[src/rtl/param_proc_pkg.sv]
// Shared opcode, state and bus-select encodings for param_proc.
// Latency: none (types only). Backpressure: not applicable.
// Optional feature macro used by the design: PARAM_PROC_MVNZ_EN.
package param_proc_pkg;

    localparam logic [2:0] OP_MV   = 3'b000;
    localparam logic [2:0] OP_MVI  = 3'b001;
    localparam logic [2:0] OP_ADD  = 3'b010;
    localparam logic [2:0] OP_SUB  = 3'b011;
    localparam logic [2:0] OP_AND  = 3'b100;
    localparam logic [2:0] OP_MVNZ = 3'b101;
    localparam logic [2:0] OP_XOR  = 3'b110;
    localparam logic [2:0] OP_NOP  = 3'b111;

    typedef enum logic [1:0] {
        T0 = 2'd0,
        T1 = 2'd1,
        T2 = 2'd2,
        T3 = 2'd3
    } state_t;

    // R0-R7 occupy codes 0-7 so a register index maps straight onto a select.
    typedef enum logic [3:0] {
        SEL_R0   = 4'd0,
        SEL_R1   = 4'd1,
        SEL_R2   = 4'd2,
        SEL_R3   = 4'd3,
        SEL_R4   = 4'd4,
        SEL_R5   = 4'd5,
        SEL_R6   = 4'd6,
        SEL_R7   = 4'd7,
        SEL_G    = 4'd8,
        SEL_DIN  = 4'd9,
        SEL_NONE = 4'd10
    } bus_sel_t;

    function automatic logic is_alu_op(input logic [2:0] op);
        return (op == OP_ADD) || (op == OP_SUB) || (op == OP_AND) || (op == OP_XOR);
    endfunction

endpackage

[src/rtl/param_proc_alu.sv]
// W-wide ALU for add, sub, and, xor; other opcodes yield zero.
// Latency: combinational. Backpressure: none.
module param_proc_alu
    import param_proc_pkg::*;
#(
    parameter int W = 16
) (
    input  logic [W-1:0] a,
    input  logic [W-1:0] b,
    input  logic [2:0]   op,
    output logic [W-1:0] result
);

    always_comb begin
        result = '0;
        case (op)
            OP_ADD:  result = a + b;
            OP_SUB:  result = a + ~b + W'(1);
            OP_AND:  result = a & b;
            OP_XOR:  result = a ^ b;
            default: result = '0;
        endcase
    end

endmodule

[src/rtl/param_proc.sv]
// Multi-cycle W-bit processor: R0-R7, A, G on one shared bus; PARAM_PROC_MVNZ_EN enables mvnz.
// Latency: mv/mvi/nop 1 cycle after the Run edge, ALU ops 3 cycles; Done marks the last step.
// Backpressure: Run is sampled only in T0, one idle T0 cycle separates instructions.
module param_proc
    import param_proc_pkg::*;
#(
    parameter int W = 16
) (
    input  logic         Clock,
    input  logic         Resetn,
    input  logic [W-1:0] DIN,
    input  logic         Run,
    output logic         Done,
    output logic [W-1:0] BusWires
);

    state_t       state;
    logic [8:0]   ir;
    logic [W-1:0] r_q [8];
    logic [W-1:0] a_q;
    logic [W-1:0] g_q;
    logic [W-1:0] alu_result;

    logic [2:0]   op;
    logic [2:0]   rx;
    logic [2:0]   ry;
    bus_sel_t     bus_sel;
    logic         rx_wr;
    logic         a_wr;
    logic         g_wr;
    logic         done_c;

    assign op = ir[8:6];
    assign rx = ir[5:3];
    assign ry = ir[2:0];

    param_proc_alu #(.W(W)) u_alu (
        .a      (a_q),
        .b      (BusWires),
        .op     (op),
        .result (alu_result)
    );

    always_comb begin
        bus_sel = SEL_NONE;
        rx_wr   = 1'b0;
        a_wr    = 1'b0;
        g_wr    = 1'b0;
        done_c  = 1'b0;
        case (state)
            T1: begin
                case (op)
                    OP_MV: begin
                        bus_sel = bus_sel_t'({1'b0, ry});
                        rx_wr   = 1'b1;
                        done_c  = 1'b1;
                    end
                    OP_MVI: begin
                        bus_sel = SEL_DIN;
                        rx_wr   = 1'b1;
                        done_c  = 1'b1;
                    end
                    OP_ADD, OP_SUB, OP_AND, OP_XOR: begin
                        bus_sel = bus_sel_t'({1'b0, rx});
                        a_wr    = 1'b1;
                    end
`ifdef PARAM_PROC_MVNZ_EN
                    OP_MVNZ: begin
                        done_c = 1'b1;
                        if (g_q != '0) begin
                            bus_sel = bus_sel_t'({1'b0, ry});
                            rx_wr   = 1'b1;
                        end
                    end
`endif
                    default: done_c = 1'b1;
                endcase
            end
            T2: begin
                bus_sel = bus_sel_t'({1'b0, ry});
                g_wr    = 1'b1;
            end
            T3: begin
                bus_sel = SEL_G;
                rx_wr   = 1'b1;
                done_c  = 1'b1;
            end
            default: ;
        endcase
    end

    always_comb begin
        BusWires = '0;
        case (bus_sel)
            SEL_R0, SEL_R1, SEL_R2, SEL_R3,
            SEL_R4, SEL_R5, SEL_R6, SEL_R7: BusWires = r_q[bus_sel[2:0]];
            SEL_G:                          BusWires = g_q;
            SEL_DIN:                        BusWires = DIN;
            default:                        BusWires = '0;
        endcase
    end

    assign Done = done_c;

    always_ff @(posedge Clock or negedge Resetn) begin
        if (!Resetn) begin
            state <= T0;
            ir    <= '0;
            a_q   <= '0;
            g_q   <= '0;
            for (int i = 0; i < 8; i++) begin
                r_q[i] <= '0;
            end
        end else begin
            case (state)
                T0: if (Run) begin
                    ir    <= DIN[8:0];
                    state <= T1;
                end
                T1:      state <= is_alu_op(op) ? T2 : T0;
                T2:      state <= T3;
                default: state <= T0;
            endcase
            if (rx_wr) r_q[rx] <= BusWires;
            if (a_wr)  a_q     <= BusWires;
            if (g_wr)  g_q     <= alu_result;
        end
    end

endmodule

[config.mk]
export PLATFORM = sky130hd
export DESIGN_NAME = param_proc
export DESIGN_NICKNAME = d
export VERILOG_FILES = /design/src/rtl/param_proc_pkg.sv /design/src/rtl/param_proc_alu.sv /design/src/rtl/param_proc.sv
export SDC_FILE = /design/constraint.sdc
export NUM_CORES = 1
export LEC_CHECK = 0
export ABC_AREA = 1
export BUFFER_PORTS_ARGS = -buffer_cell sky130_fd_sc_hd__buf_2
export CELL_PAD_IN_SITES_DETAIL_PLACEMENT = 1
export CELL_PAD_IN_SITES_GLOBAL_PLACEMENT = 1
export CORE_ASPECT_RATIO = 0.75
export CORE_MARGIN = 1.5
export CORE_UTILIZATION = 41
export DETAILED_ROUTE_END_ITERATION = 8
export GPL_ROUTABILITY_DRIVEN = 0
export HOLD_SLACK_MARGIN = 0.05
export PLACE_DENSITY = 0.82
export SLEW_MARGIN = 5
export SYNTH_ARGS = -nofsm -noshare
export SYNTH_HDL_FRONTEND = slang
export SYNTH_SLANG_ARGS = --single-unit
[constraint.sdc]
create_clock -name Clock -period 3.4 [get_ports Clock]
set_clock_uncertainty 0.2 [all_clocks]
set_input_delay 0.34 -clock Clock [delete_from_list [all_inputs] [get_ports Clock]]
set_output_delay 0.34 -clock Clock [all_outputs]
set_load 0.1 [all_outputs]
# Word level (Yosys, flattened, before mapping)
# Index checks and enable logic that the tools add are counted.
# totals
output_inout_bits	17
regBits	171
# op_classes
n_addsub	3
magnitude_cmp	3
eq_ne	18
n_reduce_logical	11
bitwise	5
mux	20
# ops
operator	count
128-bit bitwise mux	1
16-bit one-hot mux with 4 select lines	1
16-bit binary-select mux with 3-bit select	1
16-bit demux with 3-bit select	1
16-bit 2-to-1 mux	3
16-bit one-hot mux with 3 select lines	1
16-bit adder	2
4-bit one-hot mux with 3 select lines	2
16-bit by 1-bit adder with 16-bit output, second input constant	1
16-bit AND	1
4-bit by 3-bit equality test with 1-bit output, second input constant	4
16-bit inverter	1
16-bit bitwise XOR	1
4-bit by 2-bit equality test with 1-bit output, second input constant	2
4-bit equality test, second input constant	2
4-bit >= comparator, second input constant	2
3-bit inverter with 4-bit output	2
8-bit OR reduction	1
3-bit by 2-bit equality test with 1-bit output, second input constant	2
3-bit equality test, second input constant	2
2-bit one-hot mux with 3 select lines	1
1-bit 2-to-1 mux	5
2-bit equality test, second input constant	2
4-bit by 1-bit equality test with 1-bit output, second input constant	1
other kinds (14)	18

# Depth between registers and ports, before layout
# Gate-level depths: netlist of run 1.
# logic_depth
ltp_word	13
ltp_mapped	33

# Hierarchy
# From an unflattened synthesis of run 1, not the netlist that was laid out.
# unflattened
cells_unflattened	1648
hier_area_um2	10938.0
# modules_own_cells
module	seq_area_each_um2	cells_each	area_per_inst_um2	instances
param_proc	4279.1	1209	8689.6	1
param_proc_alu	0.0	439	2248.4	1

# Least setup slack after synthesis of run 1
# Ideal clock, no wire load.
# synth_path
kind	reg-to-reg
from	reg ir[6]
to	reg g_q[10]
arrival_ns	3.658
period_less_slack_ns	3.981
t_required_ns	3.077
stages_incl_launch_ff	29
n_path_buf	2
slack_ns	-0.581
setup_ns	0.123
cell_sequence	dfrtp_1 -> inv_2 -> nand2_1 -> nand2_2 -> nand2_1 -> nand2_1 -> nand2_2 -> nand2_2 -> buf_6 -> buf_2 -> nand2_1 -> nand3_1 -> nand2_1 -> nand2_1 -> nand3_1 -> nand2_2 -> ha_1 -> inv_1 -> fa_1 -> nand3_1 -> nand3_1 -> a21boi_0 -> nor2_1 -> nand2_1 -> nand3_1 -> nand3_1 -> nand2_1 -> o21ai_0 -> nand2_1
# synth_via
elab_chain_cells	13
word_cells_on_any_way	32
# synth_rtl
item	line	text
start, declared	param_proc.sv:18	logic [8:0] ir;
start signal, assigned	param_proc.sv:117	ir <= DIN[8:0];
3-bit by 2-bit equality test with 1-bit output / 3-bit equality test (equally long branches)	param_proc.sv:52	case (op)
4-bit OR reduction	param_proc.sv:52	
4-bit one-hot mux with 3 select lines *	param_proc.sv:52	
4-bit one-hot mux with 3 select lines *	param_proc.sv:50	case (state)
3-bit inverter with 4-bit output (not written as such)	param_proc.sv:96	SEL_R4, SEL_R5, SEL_R6, SEL_R7: BusWires = r_q[bus_sel[2:0]];
16-bit binary-select mux with 3-bit select	param_proc.sv:96	
16-bit 2-to-1 mux (not written as such) (2 in a row)	param_proc.sv:96	
16-bit one-hot mux with 3 select lines *	param_proc.sv:94	case (bus_sel)
net BusWires[0]	param_proc.sv:14	output logic [W-1:0] BusWires
16-bit inverter	param_proc_alu.sv:18	OP_SUB: result = a + ~b + W'(1);
16-bit adder	param_proc_alu.sv:18	
16-bit by 1-bit adder with 16-bit output	param_proc_alu.sv:18	
16-bit one-hot mux with 4 select lines *	param_proc_alu.sv:16	case (op)
end signal, assigned	param_proc.sv:126	if (g_wr) g_q <= alu_result;
end, declared	param_proc.sv:21	logic [W-1:0] g_q;
# Mark *: on every way through the listed nets, which the timed path passes. The rest lies on a longest branch. The select of a mux whose other input is x is not followed.
# A chain may end at the register's enable or synchronous reset.

# Final worst setup path of run 1
# layout_path
from	reg ir[8]
to	reg g_q[8]
# layout_via
elab_chain_cells	13
word_cells_on_any_way	32
# layout_rtl
item	line
3-bit by 2-bit equality test with 1-bit output / 3-bit equality test (equally long branches)	param_proc_alu.sv:16, param_proc.sv:52
4-bit OR reduction	param_proc.sv:52
4-bit one-hot mux with 3 select lines	param_proc.sv:52
4-bit one-hot mux with 3 select lines	param_proc.sv:50
3-bit inverter with 4-bit output (not written as such)	param_proc.sv:96
16-bit binary-select mux with 3-bit select	param_proc.sv:96
16-bit 2-to-1 mux (not written as such) (2 in a row)	param_proc.sv:96
16-bit one-hot mux with 3 select lines	param_proc.sv:94
16-bit inverter	param_proc_alu.sv:18
16-bit adder	param_proc_alu.sv:18
16-bit by 1-bit adder with 16-bit output	param_proc_alu.sv:18
16-bit one-hot mux with 4 select lines *	param_proc_alu.sv:16
# Every way passes the cells marked *; elsewhere a longest branch is shown, timed or not. The select of a mux whose other input is x is not followed.

==> summary by stage, run 1 <==
Setup path
Counting both buffers and inverters, the worst setup path holds a total of 7. The start of the worst register-to-register path is ir[8]$_DFFE_PN0P_. The depth of the worst register-to-register path is 29.

Tracing the worst setup path back leads to its startpoint at ir[8]$_DFFE_PN0P_. In this run the critical register-to-register path is captured at g_q[8]$_DFFE_PN0N_. The element type at the critical path start is a flip-flop. For this design, the slowest cell found on the critical path is o211ai_1. The maximum fanout along the worst path is 12. The arrival time at the worst endpoint is 4.60 ns. For this run, the slowest stage of the critical path takes 0.69 ns. The most common cell type on the critical path is nand2_4. The critical path class is flip-flop to flip-flop. The worst setup path is captured at a flip-flop. The worst register-to-register path has a setup slack of -1.01 ns. The data required time at the worst endpoint is 3.59 ns.

In this design, the largest share of critical-path delay is due to simple AND/OR/NAND/NOR gates.

Run status
The final reports fail on setup timing. The flow ran to the end, but the final reports show violations.

Logic synthesis
The largest total area in the synthesized netlist belongs to dfrtp_1. Of the total synthesized cell area, the portion taken by XOR and XNOR cells is 0.00409. The cell with the most instances after synthesis is nand2_1. The total number of yosys warnings is 0. The mean post-synth cell area is 6.70 µm².

The share of synthesized cell area in full adder, half adder and majority cells is 0.0458. Yosys attributes the largest share of cell area to dfrtp_1 40%, nand2_1 28%, nand3_1 7.3%. After synthesis, the largest family of logic cells by area is simple AND/OR/NAND/NOR gates. Synthesis handed over a netlist of 1597 instances. Counting flops and latches in the post-synthesis netlist gives 171. Among all flip-flop cells after synthesis, the most frequent one is dfrtp_1. The complex-gate fraction of the synthesized area is 0.0602. The number of flops mapped to enable cells by yosys is 0.

After synthesis, the most frequently instantiated cells are 790 x nand2_1, 171 x dfrtp_1, 156 x nand3_1. In this run the cell area of the synthesized design comes to 10700 µm². The multiplexer fraction of the synthesized cell area is 0.

Counting flops with an async set or reset pin after synthesis yields a share of 1.00. The post-synthesis share of cell area spent on and, or, nand and nor gates is 0.392. The proportion of netlist area held by the largest area contributor is 0.400. The register area share after synthesis is 0.400. The number of nets produced by synthesis is 1654. The synthesized netlist contains 37 unique library cells.

STA
The worst path in the final design needs a cycle of 4.41 ns, including I/O delays and setup. In the finished design, the share of the clock period the worst path needs comes to 1.30. On the final layout, the worst hold slack is 0.0622 ns. The max-slew violation total from the final report is 0.

Once routing completed, OpenROAD measured the worst setup slack at -1.01 ns. At the pin with the least slew margin, the transition time is 0.986 ns. The worst-case headroom to the max-slew limit is 0.342. The highest clock rate is 227 MHz. The number of hold violations in the final report came to 0. Setup repair after global routing could not meet its margin everywhere.

Setup violations remaining at the end of the flow were counted as 30.

Drt
The first-pass iteration count of the detailed router is 9. The post-detailed-route DRC marker count is 0. Dividing the detail-routed via count by the number of cells gives 6.16.

The detailed-route wire length is 56300 µm. Across all layers, the routed design uses 13200 vias. The starting DRC count in detailed routing is 1535. Once detail routing completed, the nets flagged for antenna violations numbered 0. After detailed routing, the average wire length per cell comes to 26.2 µm.

GRT
The pin count of the biggest net entering global routing is 88. The number of global-route vias before repair is 13500. The aggregate global-route resource usage is 0.370. The initial antenna violation count is 3. The wire length of the first global-routing pass is 76200 µm. Summed over all layers, the global routing overflow is 0.

Min path
The origin of the worst min-delay path is DIN[7]. The worst hold path depth is 3. The worst hold path belongs to the class input port to flip-flop. The worst hold path terminates at ir[7]$_DFFE_PN0P_.

Clock tree
The H-tree depth reported by CTS is 4. After clock tree synthesis, the clock-pin slew on the worst setup and hold paths is 0.08 ns. The number of sinks driven by the clock tree is 171. In this run, CTS created clock tree buffers numbering 17. The root buffer cell chosen for the clock tree is clkbuf_16. TritonCTS built the clock tree.

The clock latency reported for the late side of the worst-skew pair is 0.47 ns. The number of buffers between clock root and the deepest sink is 2.

Die
The floorplan has 50 rows. The floorplan step set the die width to 190 µm. The overall die area is 27100 µm². The number of top-level pins is 36. In this run the vertical extent of the chip is 143 µm.

The standard cell core area is 25300 µm². The initial utilization of the core area, before any placement, comes to 0.423.

Placement
The HPWL reported at the end of detailed placement is 28500 µm. During placement, the flow inserted port buffers numbering 35.

Final layout
For this run, the post-layout net count is 1852. The number of fill cells in the layout is 3131. Relative to the synthesized area, the layout overhead comes to 40.3%. The fraction of final layout cells sized beyond drive strength 1 is 0.287.

Flow run
Across the run, the number of max-cap violations was 0.
[through the flow]
step                cell area, µm²  TNS (ns)   util  cells  worst slack (ns)
finish                       15000     -8.40  0.594   2148             -1.01
floorplan                    10900   -0.0222      -   1597           -0.0171
detailed placement           12700     -3.75  0.501   2064            -0.398
CTS                          14400     -1.06  0.571   2132            -0.130
global route                 15000    -11.00  0.594   2146             -1.07
global placement             12700     -2.12  0.501   2064            -0.249
[worst max-delay path by stage]
stage,end,cells past startpoint
3_3_place_gp,g_q[15]$_DFFE_PN0N_,27
4_1_cts,g_q[11]$_DFFE_PN0N_,30
5_1_grt,g_q[8]$_DFFE_PN0N_,29
6_report,g_q[8]$_DFFE_PN0N_,29
3_5_place_dp,g_q[15]$_DFFE_PN0N_,27
2_1_floorplan,g_q[10]$_DFFE_PN0N_,28
[layout by cell type (no fill, tap or decap), types with 17 or more instances in the layout]
cell / netlist / layout
nand3_1: 156 / 133
inv_2: 28 / 43
clkbuf_16: 0 / 20
nand2_4: 0 / 20
nand3_2: 0 / 17
buf_12: 0 / 37
nand3b_1: 19 / 19
nor2_1: 41 / 24
nand2_1: 790 / 722
nand2_2: 6 / 53
inv_1: 138 / 116
ha_4: 0 / 18
buf_6: 5 / 24
buf_2: 17 / 18
dfrtp_1: 171 / 168
o21ai_0: 42 / 19
buf_4: 19 / 157
[cells by family after synthesis]
kind of cell / after synthesis
fa+ha+maj: 38
compound gates: 110
buf+inv: 244
xor+xnor: 5
simple gates: 1029
flops: 171
[cell type report]
class | count | area (µm²) | share of cell area
antenna | 2 | 5.00 | 0.000333
tap | 338 | 423 | 0.0282
sequential | 171 | 4280 | 0.285
timing repair buffer | 255 | 2630 | 0.175
inverter | 168 | 656 | 0.0437
clock buffer | 23 | 498 | 0.0332
clock inverter | 9 | 86.3 | 0.00575
multi-input combinational | 1182 | 6430 | 0.428
[registers in the layout, summed over array words and instances (netlist names)]
name   cells
g_q       16
a_q       16
state      2
r_q      128
ir         9
[worst register-to-register path, delay by kind of cell (launching register included)]
kind / cells / cell delay (ns)
AOI/OAI and AO/OA: 1 / 0.69
and+or+nand+nor: 20 / 1.91
buffers and inverters: 7 / 0.87
DFF: 1 / 0.48
adders and majority gates: 1 / 0.22
[repair_timing]
action / 4_1_cts / 5_1_grt
cloned: 5 / 3
setup endpoints to repair: 32 / 31
buffers inserted: 23 / 12
pin swaps: 63 / 58
endpoints found under the hold margin: 91 / 0
resized for setup: 193 / 119
hold buffers: 8 / 0
[per-layer routing]
metal / GRT usage / vias up / wire, µm
met5: 0 / - / 9
met4: 0.198 / 2 / 4390
met3: 0.0732 / 417 / 5830
met2: 0.616 / 1045 / 25300
met1: 0.455 / 6409 / 20900
li1: - / 5355 / -
Power of run 1 is left out: the tool's default activity adds up to more than one toggle a clock period on the data nets, which glitch-free logic cannot reach.
==> run 2: changes to the inputs <==
Settings changed: CORE_MARGIN 1.5 to 2, CORE_UTILIZATION 41 to 46, PLACE_DENSITY 0.82 to 0.86.
Clock period 3.4 ns to 5 ns, I/O delays scaled along.
==> summary by stage, run 2 (synthesis gave the netlist of run 1 again) <==
Run status
The flow ran to the end, and the final reports show no timing, DRC or antenna violations.

GRT
The aggregate global-route resource usage is 0.328. The pin count of the biggest net entering global routing is 103. The first global-routing pass estimated 62400 µm of wire. The initial antenna violation count is 1. The remaining global-route overflow is 0.

The number of global-route vias before repair is 11300.

Setup path
The element type at the critical path start is a flip-flop. The data required time at the worst endpoint is 5.13 ns. The gate family responsible for the most delay along the worst path is simple AND/OR/NAND/NOR gates. The critical path contains buffers and inverters numbering 6 combined. The start of the worst register-to-register path is ir[8]$_DFFE_PN0P_. The worst setup path is captured at a flip-flop. The endpoint identified for the worst register-to-register timing path is g_q[8]$_DFFE_PN0N_. The cell type of the slowest stage on the worst timing path is dfrtp_1. The reg-to-reg setup timing slack is 0.37 ns. The maximum fanout along the worst path is 29. The critical path class is flip-flop to flip-flop. Among the stages of the critical path, the cell type that occurs most often is nand2_1. On the worst path, the slowest cell contributes a delay of 0.44 ns. Data arrives at the worst endpoint at 4.76 ns. Measured in cells, the most critical reg-to-reg path has a length of 29. The total stage count of the critical path is 29.

Final layout
The top cell types in the final layout, fill and taps aside, are 789 x nand2_1, 170 x dfrtp_1, 156 x nand3_1, 138 x inv_1, 42 x o21ai_0. Leaving out fill and tap cells, the most frequent cell in the layout is nand2_1. The count of nets after finishing is 1669. The register with the most flip-flops is r_q. The number of flip-flops in the largest register is 128. The repair_antennas step left the layout with diodes totalling 0. The fraction of final layout cells sized beyond drive strength 1 is 0.0874. The final instance count without filler cells is 1924.

The area added between synthesis and finish is 12.1%. The largest registers in the layout are r_q x128, a_q x16, g_q x16. The post-layout utilization of the core is 0.523.

Clock tree
After clock tree synthesis, the clock-pin slew on the worst setup and hold paths is 0.07 ns. Post-CTS timing repair inserted 0 buffers for setup. The clock latency reported for the late side of the worst-skew pair is 0.44 ns. The number of sinks driven by the clock tree is 171.

The root buffer cell is clkbuf_16. The H-tree was split into 4 levels. The total CTS buffers is 17. TritonCTS built the clock tree. The longest clock path from root to sink contains 2 buffers.

Die
The die covers 24500 µm². The die outline height is 136 µm. For this design the top-level I/O count stands at 36. From left edge to right edge, the die measures 180 µm.

The standard cell core area is 22900 µm². The number of rows created at floorplan is 48. The initial utilization of the core area, before any placement, comes to 0.466.

STA
The count of endpoints failing setup in the final report is 0. In the final timing run, aggregate negative setup slack is 0 ns. Static timing analysis puts the maximum clock frequency at 216 MHz. Of the available clock period, the critical path in the final layout requires 0.925. The number of hold violations in the final report is 0. The max-slew violation total from the final report is 0. The transition at the pin with the smallest max-transition slack is 1.27 ns. In this run the tightest slew margin relative to its limit is 0.150. Setup repair after global routing left no endpoint under its margin.

The time the worst path needs with I/O delays and setup is 4.63 ns. The worst hold slack across all endpoints is 0.188 ns.

Drt
The total length of routed met2 wires is 17700 µm. After detailed routing, the number of vias per cell comes to 5.69. The routed design uses 3000 µm of met3 wire. Once detail routing completed, the nets flagged for antenna violations numbered 0. The post-detailed-route DRC marker count is 0.

The total via count in the routed design is 10900. The detailed-route wire length is 39300 µm. The highest layer touched by signal routing is met5. The detailed router put a total of 17600 µm of wire on met1. The detailed router finished its first iteration with 1052 violations. The first-pass iteration count of the detailed router is 5. Dividing the detail-routed wire length by the instance count gives 20.4 µm.

Flow run
The number of maximum-capacitance constraint violations is 0.

Min path
Along the worst hold path, the cell count comes to 3. The type of the worst min-delay path is input port to flip-flop. The destination of the worst hold path is ir[1]$_DFFE_PN0P_. The origin of the worst min-delay path is DIN[1].

Placement
The number of input and output port buffers inserted is 35. The cell count after placement is 1892. The HPWL reported at the end of detailed placement is 27200 µm.
[run 2: final cells by class]
| class | instances | area (µm²) |
|---|---|---|
| Inverter | 168 | 631 |
| Multi-Input combinational cell | 1182 | 5380 |
| Clock buffer | 21 | 470 |
| Fill cell | 3058 | 11000 |
| Timing Repair Buffer | 72 | 739 |
| Clock inverter | 10 | 118 |
| Tap cell | 300 | 375 |
| Sequential cell | 171 | 4280 |
[run 2: routing by layer]
layer,up-vias,global-route usage
li1,4964,-
met1,5422,0.446
met2,467,0.530
met3,91,0.0680
met4,2,0.0977
met5,-,0
[run 2: repair_timing]
| item | CTS | global route |
|---|---|---|
| resized for setup | 0 | 2 |
| endpoints found under the setup margin | 0 | 3 |
| hold buffers | 1 | 0 |
| endpoints found under the hold margin | 18 | 0 |
[run 2: metrics by stage]
stage               worst slack [ns]  area (µm²)
floorplan                       1.02       10700
detailed placement             0.511       11400
CTS                            0.436       12000
finish                         0.374       12000
global placement               0.699       11400
global route                  0.0599       12000
[run 2: tightest hold or removal path, delay by kind of cell]
kind                   cells  cell delay, ns
buffers and inverters      2            0.14
AOI/OAI and AO/OA          1            0.15
[run 2: how the worst max path moves through the flow]
| stage | start | to | slack [ns] |
|---|---|---|---|
| CTS | state[1]$_DFFE_PN0P_ | g_q[6]$_DFFE_PN0N_ | 0.44 |
| floorplan | ir[6]$_DFFE_PN0P_ | g_q[10]$_DFFE_PN0N_ | 1.02 |
| detailed placement | ir[7]$_DFFE_PN0P_ | g_q[8]$_DFFE_PN0N_ | 0.51 |
| finish | ir[8]$_DFFE_PN0P_ | g_q[8]$_DFFE_PN0N_ | 0.37 |
| global route | ir[7]$_DFFE_PN0P_ | g_q[6]$_DFFE_PN0N_ | 0.06 |
| global placement | ir[6]$_DFFE_PN0P_ | g_q[6]$_DFFE_PN0N_ | 0.70 |
Power of run 2 is left out for the same reason.
==> run 3: changes to the inputs <==
Settings changed: ABC_AREA 1 to not set, CORE_UTILIZATION 46 to 49, PLACE_DENSITY 0.86 to 0.85.
==> summary by stage, run 3 <==
STA
The time the worst path needs with I/O delays and setup is 4.84 ns. The highest clock rate is 207 MHz. Setup violations remaining at the end of the flow were counted as 0. The fraction of the cycle the final worst path needs is 0.968. Across all hold checks on the routed design, the worst slack comes to 0.103 ns. For the pin with the worst max-slew slack, the measured transition is 0.988 ns. The max-slew violation total from the final report is 0. The worst-case headroom to the max-slew limit is 0.341.

The number of hold violations in the final report is 0.

Setup path
Traced cell by cell, the critical path runs through and2b_1, o21ai_4, o22ai_4, buf_4, mux2i_1, mux2i_1, a221oi_4, ha_1, nand2b_1, a221o_1, a2111oi_2, nor3_1, or4_1, a21oi_1, o32a_1. The stage delay of the slowest cell on the critical path is 0.46 ns. STA classifies the critical path startpoint as a flip-flop. By instance count, the cell type seen most on the critical path is mux2i_1. The depth of the worst register-to-register path is 15. The number of buffers and inverters on the critical path is 1. The worst register-to-register path begins at ir[8]$_DFFE_PN0P_. The slowest stage of the critical path belongs to the cell dfrtp_2. At the worst endpoint, the arrival time is 5.03 ns.

The critical path class is flip-flop to flip-flop. The endpoint of the most critical register-to-register path is g_q[12]$_DFFE_PN0N_. The worst register-to-register path has a setup slack of 0.16 ns.

The kind of capture point of the worst setup path is a flip-flop. The gate family responsible for the most delay along the worst path is compound AO/OA/AOI/OAI gates. The maximum fanout along the worst path is 12. The data required time at the worst endpoint is 5.19 ns.

Logic synthesis
After synthesis, the cell types taking the most area are dfrtp_1 42%, mux2i_1 11%, nand2_1 7.4%. dfrtp_1 takes more of the synthesized area than any other cell. For this run, the register share of the synthesized area comes to 0.420.

After synthesis, the most frequently instantiated cells are 200 x nand2_1, 171 x dfrtp_1, 109 x mux2i_1. The number of flops mapped to enable cells by yosys is 0. The count of unique library cells instantiated by Yosys is 72. The average instance in the mapped netlist occupies 9.26 µm². Of the post-synthesis cell area, the dominant cell type holds 0.420. The cell with the most instances after synthesis is nand2_1. The most used flip-flop cell after synthesis is dfrtp_1.

The fraction of registers with async set or reset after synthesis is 1.00. The combined area of all synthesized cells is 10200 µm². The number of nets produced by synthesis is 1157. During synthesis, Yosys emitted a total of 0 warnings. In the synthesized netlist, the number of instances is 1100.

The register bit count reported by yosys is 171.

Final layout
In the layout the commonest cells are 200 x nand2_1, 170 x dfrtp_1, 109 x mux2i_1, 91 x o31ai_1, 65 x buf_4. The largest registers in the layout are r_q x128, a_q x16, g_q x16. The register with the most flip-flops in the layout has 128 of them. The filler cells instantiated in the layout total 2300. The most common library cell in the layout ignoring fill and taps is nand2_1. Counting flops per register, the top entry is r_q. The fraction of final layout cells sized beyond drive strength 1 is 0.163. Compared with the post-synthesis result, the final layout area differs by 13.4%. The count of nets after finishing is 1192.

The number of antenna diodes in the final layout is 0.

Drt
The total via count in the routed design is 9175. After detailed routing, the number of vias per cell comes to 6.42. The average detailed-routed wire length per instance is 24.9 µm. In this run the remaining antenna-violating nets after routing total 0. The first-pass iteration count of the detailed router is 5. The detailed-route wire length is 35600 µm. The post-detailed-route DRC marker count is 0. In this run, the number of DRC markers left after iteration 0 of detailed routing was 1076.

Min path
The min-delay analysis places its worst path in the category input port to flip-flop. The worst hold path terminates at ir[2]$_DFFE_PN0P_. The origin of the worst min-delay path is DIN[2]. The worst hold path depth is 3.

Run status
The run finished with clean final reports.

GRT
The initial antenna violation count is 0. Entering global routing, the biggest net connects 103 pins. The first global-routing pass estimated 55500 µm of wire.

In the global route stage, overall resource usage came out at 0.335. Summed over all layers, the global routing overflow is 0. The number of global-route vias before repair was 9455.

Die
The die outline height is 129 µm. The number of rows created at floorplan is 45. The region available for standard cell placement spans 20300 µm².

Measured along the x axis, the die boundary spans 170 µm. For this configuration, the core starts out at a cell density of 0.501. The overall die area is 22000 µm².

The number of top-level pins is 36.

Clock tree
The clock drives 171 sinks. The clock tree from TritonCTS is done. The tree is rooted in a clkbuf_16. Counting along the longest clock path gives a buffer depth of 2. The clock reaches the later pin of the worst-skew pair after 0.45 ns.

The clock-pin slew on the worst setup and hold paths is 0.08 ns. The H-tree depth reported by CTS is 4. The total CTS buffers is 17.

Placement
After legalization and detailed placement, the total HPWL measured 23700 µm. During placement, the flow inserted port buffers numbering 35.

Flow run
The number of maximum-capacitance constraint violations is 0.
run 3: layout make-up:
cell class | instances | area [µm²] | area share
clock inverter | 14 | 166 | 0.0144
multi-input combinational | 816 | 5480 | 0.474
inverter | 25 | 93.8 | 0.00812
clock buffer | 18 | 439 | 0.0380
tap | 282 | 353 | 0.0305
timing repair buffer | 104 | 744 | 0.0644
sequential | 171 | 4280 | 0.370
run 3: kinds of logic after synthesis:
group / after synthesis / share of synthesized area
and+or+nand+nor: 342 / 0.145
AOI/OAI and AO/OA: 311 / 0.212
DFF: 171 / 0.420
muxes: 117 / 0.117
buffers and inverters: 113 / 0.0504
adders and majority gates: 38 / 0.0482
xor gates and xnor gates: 8 / 0.00688
run 3: worst max-delay path by stage:
stage / startpoint / endpoint / slack [ns] / depth (start not counted)
floorplan: ir[6]$_DFFE_PN0P_ / g_q[13]$_DFFE_PN0N_ / 0.03 / 16
global placement: ir[7]$_DFFE_PN0P_ / g_q[12]$_DFFE_PN0N_ / 0.30 / 19
detailed placement: ir[6]$_DFFE_PN0P_ / g_q[12]$_DFFE_PN0N_ / 0.17 / 18
CTS: ir[6]$_DFFE_PN0P_ / g_q[12]$_DFFE_PN0N_ / 0.05 / 18
global route: ir[8]$_DFFE_PN0P_ / g_q[13]$_DFFE_PN0N_ / -0.05 / 18
finish: ir[8]$_DFFE_PN0P_ / g_q[12]$_DFFE_PN0N_ / 0.16 / 15
run 3: metrics by stage:
step	util	setup slack [ns]	std cells	cell area, µm²	TNS, ns
floorplan	-	0.0254	1100	10200	0
global placement	0.534	0.303	1394	10900	0
detailed placement	0.534	0.172	1394	10900	0
CTS	0.564	0.0535	1427	11500	0
global route	0.568	-0.0490	1430	11600	-0.0490
finish	0.568	0.158	1430	11600	0
run 3: worst reg2reg max path: cells and delay by family, from the launching register on:
| family | cells | cell delay, ns |
|---|---|---|
| AOI/OAI and AO/OA | 7 | 1.77 |
| buffers and inverters | 1 | 0.29 |
| adders and majority gates | 1 | 0.40 |
| DFF | 1 | 0.46 |
| and+or+nand+nor | 4 | 1.22 |
| muxes | 2 | 0.46 |
run 3: repair_timing:
action                                  4_1_cts  5_1_grt
endpoints found under the setup margin        0        9
setup buffers                                 0        2
gates resized for setup                       0       16
hold endpoints to repair                    100        0
hold buffers                                  1        0
run 3: metal layers:
layer / global-route usage / routed length, µm / part of all wire
met1: 0.472 / 15800 / 0.44
met2: 0.508 / 15800 / 0.44
met3: 0.0843 / 3140 / 0.088
met4: 0.113 / 865 / 0.024
met5: 0 / 0 / 0
Power of run 3 is left out for the same reason.
